<file path="src/rtl/elevator_pkg.sv">
// Shared elevator definitions: FSM state encoding, floor codes, default tick counts
// and floor-mask helpers used by the scheduler.
package elevator_pkg;

   typedef enum logic [1:0] {
      ST_IDLE      = 2'd0,
      ST_DOOR_OPEN = 2'd1,
      ST_MOVING    = 2'd2,
      ST_HOLD      = 2'd3
   } state_t;

   localparam logic [1:0] FLOOR_1 = 2'b01;
   localparam logic [1:0] FLOOR_2 = 2'b10;
   localparam logic [1:0] FLOOR_3 = 2'b11;

   localparam int DOOR_TICKS_DEFAULT   = 3;
   localparam int TRAVEL_TICKS_DEFAULT = 2;
   localparam int CNT_W                = 4;

   // Floor masks: bit i stands for floor i+1.
   function automatic logic [2:0] floor_mask(input logic [1:0] code);
      logic [2:0] m;
      case (code)
         FLOOR_1: m = 3'b001;
         FLOOR_2: m = 3'b010;
         FLOOR_3: m = 3'b100;
         default: m = 3'b000;
      endcase
      return m;
   endfunction

   function automatic logic [2:0] ahead_mask(input logic [1:0] code, input logic up);
      logic [2:0] m;
      case (code)
         FLOOR_1: m = up ? 3'b110 : 3'b000;
         FLOOR_2: m = up ? 3'b100 : 3'b001;
         FLOOR_3: m = up ? 3'b000 : 3'b011;
         default: m = 3'b000;
      endcase
      return m;
   endfunction

endpackage

</file>
<file path="src/rtl/tick_counter.sv">
// Loadable down-counter with a final-tick flag, used for door dwell and floor travel.
// Latency: load/decrement visible one cycle later; no backpressure, enable simply freezes it.
module tick_counter
   import elevator_pkg::*;
#(
   parameter int W = CNT_W
) (
   input  logic         clk,
   input  logic         rst,
   input  logic         load,
   input  logic         en,
   input  logic [W-1:0] load_val,
   output logic         zero
);

   logic [W-1:0] count;

   // Flags the last tick: the next enabled decrement lands on zero.
   assign zero = (count <= W'(1));

   always_ff @(posedge clk or posedge rst) begin
      if (rst) begin
         count <= '0;
      end else if (load) begin
         count <= load_val;
      end else if (en && (count != '0)) begin
         count <= count - W'(1);
      end
   end

endmodule

</file>
<file path="src/rtl/call_scheduler.sv">
// Three-floor elevator call scheduler: latches calls, sweeps the car, times door and travel.
// Latency: all outputs registered, one cycle after the deciding edge; sos_mode freezes everything.
module call_scheduler
   import elevator_pkg::*;
#(
   parameter int DOOR_TICKS   = DOOR_TICKS_DEFAULT,
   parameter int TRAVEL_TICKS = TRAVEL_TICKS_DEFAULT
) (
   input  logic       clk,
   input  logic       button_reset,
   input  logic       call1,
   input  logic       call2,
   input  logic       call3,
   input  logic       sos_mode,
   input  logic       weight_limit_exceeded,
   output logic       led1,
   output logic       led2,
   output logic       led3,
   output logic       floor1,
   output logic       floor2,
   output logic       floor3,
   output logic       door,
   output logic       moving,
   output logic       dir_up,
   output logic [1:0] floor_code
);

   state_t     state, state_nx, saved, saved_nx;
   logic [2:0] pend, pend_nx, calls, here, arr_here;
   logic [1:0] pos, pos_nx, pos_step;
   logic       dir_nx, door_nx, moving_nx;
   logic       door_load, door_en, door_zero;
   logic       trav_load, trav_en, trav_zero;

   assign calls    = {call3, call2, call1};
   assign here     = floor_mask(pos);
   assign pos_step = dir_up ? ((pos == FLOOR_3) ? pos : pos + 2'd1)
                            : ((pos == FLOOR_1) ? pos : pos - 2'd1);
   assign arr_here = floor_mask(pos_step);

   assign {led3, led2, led1}       = pend;
   assign {floor3, floor2, floor1} = here;
   assign floor_code               = pos;

   tick_counter #(.W(CNT_W)) u_door_cnt (
      .clk      (clk),
      .rst      (button_reset),
      .load     (door_load),
      .en       (door_en),
      .load_val (CNT_W'(DOOR_TICKS)),
      .zero     (door_zero)
   );

   tick_counter #(.W(CNT_W)) u_travel_cnt (
      .clk      (clk),
      .rst      (button_reset),
      .load     (trav_load),
      .en       (trav_en),
      .load_val (CNT_W'(TRAVEL_TICKS)),
      .zero     (trav_zero)
   );

   always_ff @(posedge clk or posedge button_reset) begin
      if (button_reset) begin
         state  <= ST_IDLE;
         saved  <= ST_IDLE;
         pend   <= '0;
         pos    <= FLOOR_1;
         dir_up <= 1'b1;
         door   <= 1'b0;
         moving <= 1'b0;
      end else begin
         state  <= state_nx;
         saved  <= saved_nx;
         pend   <= pend_nx;
         pos    <= pos_nx;
         dir_up <= dir_nx;
         door   <= door_nx;
         moving <= moving_nx;
      end
   end

   always_comb begin
      state_nx  = state;
      saved_nx  = saved;
      pend_nx   = pend | calls;
      pos_nx    = pos;
      dir_nx    = dir_up;
      door_load = 1'b0;
      door_en   = 1'b0;
      trav_load = 1'b0;
      trav_en   = 1'b0;
      // Emergency wins over every other transition; nothing advances on that edge.
      if (sos_mode && (state != ST_HOLD)) begin
         state_nx = ST_HOLD;
         saved_nx = state;
      end else begin
         case (state)
            ST_HOLD: begin
               if (!sos_mode) state_nx = saved;
            end
            ST_IDLE: begin
               pend_nx = pend | (calls & ~here);
               if (((pend | calls) & here) != '0) begin
                  state_nx  = ST_DOOR_OPEN;
                  door_load = 1'b1;
                  pend_nx   = pend_nx & ~here;
               end else if (!weight_limit_exceeded) begin
                  if ((pend & ahead_mask(pos, dir_up)) != '0) begin
                     state_nx  = ST_MOVING;
                     trav_load = 1'b1;
                  end else if ((pend & ahead_mask(pos, !dir_up)) != '0) begin
                     dir_nx    = !dir_up;
                     state_nx  = ST_MOVING;
                     trav_load = 1'b1;
                  end
               end
            end
            ST_DOOR_OPEN: begin
               pend_nx = pend | (calls & ~here);
               if (((calls & here) != '0) || weight_limit_exceeded) begin
                  door_load = 1'b1;
               end else begin
                  door_en = 1'b1;
                  if (door_zero) state_nx = ST_IDLE;
               end
            end
            default: begin
               trav_en = 1'b1;
               if (trav_zero) begin
                  pos_nx = pos_step;
                  dir_nx = (pos_step == FLOOR_3) ? 1'b0 :
                           (pos_step == FLOOR_1) ? 1'b1 : dir_up;
                  if (((pend | calls) & arr_here) != '0) begin
                     state_nx  = ST_DOOR_OPEN;
                     door_load = 1'b1;
                     pend_nx   = (pend | calls) & ~arr_here;
                  end else if (((pend | calls) & ahead_mask(pos_step, dir_up)) != '0) begin
                     trav_load = 1'b1;
                  end else begin
                     state_nx = ST_IDLE;
                  end
               end
            end
         endcase
      end
   end

   always_comb begin
      door_nx   = (state_nx == ST_DOOR_OPEN);
      moving_nx = (state_nx == ST_MOVING);
   end

endmodule

</file>
<file path="config.mk">
export PLATFORM = sky130hd
export DESIGN_NAME = call_scheduler
export DESIGN_NICKNAME = d
export VERILOG_FILES = /design/src/rtl/elevator_pkg.sv /design/src/rtl/tick_counter.sv /design/src/rtl/call_scheduler.sv
export SDC_FILE = /design/constraint.sdc
export NUM_CORES = 1
export LEC_CHECK = 0
export ABC_AREA = 0
export CAP_MARGIN = 20
export CORE_ASPECT_RATIO = 1.5
export CORE_MARGIN = 1.5
export CORE_UTILIZATION = 30
export DETAILED_ROUTE_END_ITERATION = 6
export SLEW_MARGIN = 15
export SYNTH_ARGS = -nofsm -noshare
export SYNTH_HDL_FRONTEND = slang
export SYNTH_HIERARCHICAL = 1
export SYNTH_SLANG_ARGS = --single-unit
</file>
<file path="constraint.sdc">
create_clock -name clk -period 2.8 [get_ports clk]
set_input_delay 0.56 -clock clk [delete_from_list [all_inputs] [get_ports clk]]
set_output_delay 0.56 -clock clk [all_outputs]
set_load 0.02 [all_outputs]
</file>
==> flow_summary.toml, run 1 <==
[synthesis]
yosysWarnings = 6
synth-edff-count = 0
synthMostInstantiatedCell = "nor2_1"
async_flop_share_pct = 100
yosysTopAreaCellShare_pct = 27.6
avgSynthCellArea_sq_um = 8.42
postSynthCellCount = 194
synth-main-ff-cell = "dfrtp_1"
ys_seq_area_share_pct = 30.8
syn_area_sq_um = 1630
synth-seq-cells = 20
ys_top_cells_by_area = "dfrtp_1 28%, ha_1 10%, nor2_1 4.8%"
synth_top_cell_by_area = "dfrtp_1"
synthTopCellsByCount = "21 x nor2_1, 18 x dfrtp_1, 16 x nand2_1"
synth.distinct_cells = 51

[final_layout]
n_antenna_cell = 0
final_nets = 237
area_delta_synth_final_pct = 20.5
final_layout_size_suffix_gt1_share_pct = 11.6
fillCellCount = 560
seqCellArea_sq_um = 503
multi_input_area_sq_um = 1060

[die]
core-area_sq_um = 5200
ios = 18
start_util_pct = 31.4
rows = 32
dieArea_sq_um = 5900
die_w_um = 63.2
die_h_um = 93.4

[setup_path]
critPathMaxStageDelay_ps = 580
critPathLaunchType = "register"
crit_top_cell = "mux2i_1"
crit_type = "reg -> reg"
cp_data_arrival_time_ps = 2610
cp_max_fo = 9
end_kind = "register"
crit_chain = "inv_1 > ha_1 > mux2i_1 > mux2i_1 > a21oi_2 > o21a_1 > nor2_2 > nor3_1 > nand2_1 > o311ai_0"
r2r_slack_ps = 310
cp.required_ps = 2930
crit_slowest_cell = "dfstp_2"

[drt]
antenna_left = 0
dr_wl_met3_um = 86
route.met2.wl_um = 2060
drc = 0
vias = 1445
wl_per_cell_um = 13.5
routed_wl_um = 3820
dr.pass1.iters = 4
drt-initial-drc-count = 78
highest_layer = "met4"
wl_met1_um = 1640
vias_per_cell = 5.09

[global_route]
overflow = 0
grt_util_all_layers_pct = 13.7
grt_antenna_before_repair = 0
grt_pass1_wl_um = 6530
grt_pass1_vias = 1452
grt_max_degree = 20

[power]
power_leakage_nw = 0.790
p_per_area_nw_per_um2 = 1100
vdd.ir_drop.worst_v = 0.000274
total_power_w = 0.00217

[clock_network]
holdBufCountCts = 0
cts_root_buf = "clkbuf_8"
clock_path_buffers = 2
clk_latency_ps = 260
post-cts-setup-buffer-count = 0
cts_tree = "yes"
htreeDepth = 1
cts_sinks = 20
numCtsBuffers = 3
clk_pin_slew_ps = 80

[timing]
relSlewSlack_pct = 59.9
skew_ps = 2.87
rsz0062_at_grt = "no"
worst_slack_ps = 314
holdWs_ps = 503
drv_slew = 0
post-route-period-util_pct = 88.8
clock.fmax_ghz = 0.402
hold_violations = 0
worst_pin_slew_ps = 601
finalSetupViolations = 0
layout_min_cycle_time_ps = 2490
tns_ps = 0

[run_status]
status = "finished clean"

[placed_design]
hpwl_um = 3000
gp_congestion = 0.806
port_buffers = 17
pre_cts_ws_ps = 86.3

[hold_path]
worstHoldPathType = "reg -> reg"

[job]
cap_violations = 0
-- final timing paths --
check,startpoint,to,cells after the start
setup / recovery,floor_code[0],u_door_cnt/count[3],10
hold / removal,saved[1],saved[1],2
setup reg to reg,floor_code[0],u_door_cnt/count[3],10
hold reg to reg,saved[1],saved[1],2
max in group asynchronous,button_reset,floor_code[0],2
min in group asynchronous,button_reset,u_travel_cnt/count[0],2
-- power breakdown --
part           switching [W]  internal, W  leakage (nW)
combinational       0.000671     0.000585         0.530
clock              0.0000995     0.000191        0.0357
sequential          0.000196     0.000424         0.225
total               0.000966      0.00120         0.790
-- layout by cell type, fill, tap and decap left out, types with 2 or more instances in the layout --
cell type	netlist	final
buf_4	0	4
nor4b_1	2	2
nor2_2	1	3
a31o_2	2	2
mux2i_1	2	2
clkdlybuf4s50_1	0	17
nor3b_1	2	2
a211oi_1	3	3
clkbuf_8	0	3
or3b_4	2	2
o31a_1	2	2
dfrtp_1	18	18
o21ai_1	4	4
inv_1	12	12
nand3_1	5	5
conb_1	2	8
dfstp_2	2	2
o311ai_0	3	3
nand2_1	16	16
a31oi_1	4	4
nor2_1	21	19
o21ai_0	8	8
a21oi_1	12	12
and2_1	2	2
and3_4	2	2
nor3_1	5	5
a211o_1	3	3
nand3b_1	4	4
nor2b_1	5	5
nand2b_1	8	8
ha_1	13	13
-- worst max-delay path, delay by kind of cell (launching register included) --
| family | cells | cell delay [ps] |
|---|---|---|
| flip-flops | 1 | 580 |
| multiplexers | 2 | 510 |
| adder cells (fa/ha/maj) | 1 | 330 |
| AND/OR/NAND/NOR | 3 | 430 |
| buffers and inverters | 1 | 90 |
| AO/OA/AOI/OAI | 3 | 410 |
-- flip-flops by register name (all words and copies together), names as in the netlist --
name	flops
dir_up	1
u_travel_cnt/count	4
saved	2
pend	3
floor_code	2
state	2
u_door_cnt/count	4
door	1
moving	1
-- per-stage QoR --
| stage | instance area, sq um | util [%] | instances |
|---|---|---|---|
| 6_report | 1970 | 37.8 | 284 |
| 5_1_grt | 1970 | 37.8 | 284 |
| 4_1_cts | 1960 | 37.7 | 284 |
| 3_5_place_dp | 1890 | 36.3 | 280 |
| 3_3_place_gp | 1890 | 36.3 | 280 |
| 2_1_floorplan | 1660 | - | 200 |
-- layer usage --
layer	global-route usage (%)	vias up
met4	3.99	0
met1	14.3	700
li1	-	719
met3	2.05	4
met5	0	-
met2	27.7	22
-- timing repair --
item	4_1_cts	5_1_grt
gates resized for setup	0	2
endpoints found under the hold margin	0	0
endpoints found under the setup margin	0	2
-- cell families (layout without fill, tap and decap cells) --
family / count (synthesis) / in the layout / share of synthesized area (%)
adders and majority gates: 13 / 13 / 9.96
muxes: 4 / 4 / 3.52
AOI/OAI and AO/OA: 52 / 52 / 21.7
other: 2 / 8 / 0.460
xor gates and xnor gates: 1 / 1 / 0.536
DFF: 20 / 20 / 30.8
and+or+nand+nor: 81 / 81 / 27.2
buffers and inverters: 21 / 37 / 5.82
-- area by class of cell --
class | count | area share, %
Multi-Input combinational cell | 159 | 54.0
Sequential cell | 20 | 25.6
Timing Repair Buffer | 21 | 10.2
Tap cell | 68 | 4.33
Inverter | 12 | 2.29
Clock buffer | 3 | 2.10
Clock inverter | 1 | 1.53
(Power assumes the default switching activity.)
==> inputs of run 2 (changes only) <==
- CORE_ASPECT_RATIO: 1.5 -> default
- clock period: 2.8 -> 2.95 ns (I/O delays scaled with it)
==> run 2 against run 1 <==
  * Final cell count increased by 0.70%
  * Register-to-register slack got worse by 30 ps
  * Combinational power decreased by 6%
  * Cell area decreased by 0.70%
  * Critical endpoint unchanged
  * Clock skew increased by 0.98 ps
==> flow_summary.toml, run 2 (same netlist as run 1, synthesis figures left out) <==
[run_status]
status = "finished clean"

[power]
power_frac_seq_pct = 29.7
vdd.ir_drop.worst_v = 0.000321
clkPwrFrac_pct = 10.6
internal_power_w = 0.00106
pwr-share-comb_pct = 59.7
power_leakage_nw = 0.784
p_sw_w = 0.000909
p_per_area_nw_per_um2 = 1010
swShare_pct = 46.1

[final_layout]
fillCellCount = 514
final_core_util_pct = 37.8
final_common_cell = "nor2_1"
n_antenna_cell = 0
reg_top3 = "u_door_cnt/count x4, u_travel_cnt/count x4, pend x3"
final_nets = 237
final_cell_mix = "19 x nor2_1, 18 x dfrtp_1, 17 x clkdlybuf4s50_1"
final_layout_size_suffix_gt1_share_pct = 11.6
fin_cells = 286
design_area_sq_um = 1950
area_delta_synth_final_pct = 19.6

[die]
die_h_um = 76.8
ios = 18
rows = 26
dieArea_sq_um = 5890
start_util_pct = 31.6
die_w_um = 76.8
core-area_sq_um = 5170

[timing]
worst_pin_slew_ps = 616
relSlewSlack_pct = 58.4
hold_violations = 0
holdWs_ps = 501
layout_min_cycle_time_ps = 2670
post-route-period-util_pct = 90.5
rsz0062_at_grt = "no"
drv_slew = 0
tns_ps = 0
finalSetupViolations = 0
skew_ps = 3.85
clock.fmax_ghz = 0.375

[drt]
highest_layer = "met4"
route.met2.wl_um = 1660
vias_per_cell = 4.91
routed_wl_um = 3680
dr_wl_met3_um = 93
wl_met1_um = 1920
vias = 1405
antenna_left = 0
wl_per_cell_um = 12.9
drt-initial-drc-count = 104
dr.pass1.iters = 4
drc = 0

[placed_design]
dp.cells = 282
hpwl_um = 2850
gp_congestion = 0.836
post_dp_cell_area_sq_um = 1890
port_buffers = 17

[setup_path]
critPathLaunchType = "register"
cp_data_arrival_time_ps = 2790
critPathMaxStageDelay_ps = 590
cp_num_buf_inv = 1
crit_type = "reg -> reg"
cp.required_ps = 3070
critical-path-top-delay-family = "multiplexers"
end_kind = "register"
crit_slowest_cell = "dfstp_2"
crit_top_cell = "mux2i_1"
crit_chain = "inv_1 > ha_1 > mux2i_1 > mux2i_1 > a21oi_2 > o21a_1 > nor2_2 > nor3_1 > nand2_1 > o311ai_0"
cp_max_fo = 9

[global_route]
grt_util_all_layers_pct = 12.7
grt_pass1_wl_um = 6250
grt_antenna_before_repair = 0
grt_pass1_vias = 1272
overflow = 0
grt_max_degree = 20

[clock_network]
holdBufCountCts = 0
clk_pin_slew_ps = 80
cts_root_buf = "clkbuf_8"
cts_sinks = 20
clock_path_buffers = 2
htreeDepth = 1
post-cts-setup-buffer-count = 0
numCtsBuffers = 3
clk_latency_ps = 260
cts_tree = "yes"

[hold_path]
worstHoldPathType = "reg -> reg"

[job]
cap_violations = 0
==> run 2: area by class of cell <==
type	count	area (sq um)	area share (%)
Timing Repair Buffer	21	200	10.2
Clock buffer	4	55.1	2.82
Tap cell	70	87.6	4.48
Inverter	12	45.0	2.31
Sequential cell	20	503	25.8
Multi-Input combinational cell	159	1060	54.4
==> run 2: per-layer routing <==
metal  global-route usage [%]  up-vias
li1                         -      725
met1                     18.2      659
met2                     20.2       19
met3                     2.74        2
met4                     1.67        0
met5                        0        -
==> run 2: timing repair <==
| action | in CTS | in global routing |
|---|---|---|
| endpoints found under the hold margin | 0 | 0 |
| gates resized for setup | 0 | 2 |
| setup endpoints to repair | 0 | 4 |
==> run 2: tightest hold or removal path, cell delays in order (launching register included) <==
cell     delay, ps
dfrtp_1        350
nor2_1          50
nor2_1          70
==> run 2: metrics by stage <==
stage          power, W  worst slack (ps)
3_3_place_gp    0.00174               264
4_1_cts         0.00197               127
3_5_place_dp    0.00176               114
5_1_grt         0.00214              39.7
2_1_floorplan   0.00144               415
6_report        0.00197               280
==> run 2: power groups by stage <==
stage | registers (W) | clock network (W) | logic, W
final | 0.000586 | 0.000209 | 0.00118
after global placement | 0.000583 | 0 | 0.00116
after detailed placement | 0.000589 | 0 | 0.00117
after floorplan | 0.000538 | 0 | 0.000905
after CTS | 0.000583 | 0.000217 | 0.00117
after global routing | 0.000615 | 0.000228 | 0.00130
==> run 2: worst paths after layout <==
check | slack [ps] | from | to | cells past startpoint
max in group asynchronous | 1910 | button_reset | floor_code[0] | 2
min in group asynchronous | 580 | button_reset | u_door_cnt/count[3] | 2
min reg2reg | 500 | saved[1] | saved[1] | 2
max reg2reg | 280 | floor_code[0] | u_door_cnt/count[3] | 10
min | 500 | saved[1] | saved[1] | 2
max | 280 | floor_code[0] | u_door_cnt/count[3] | 10
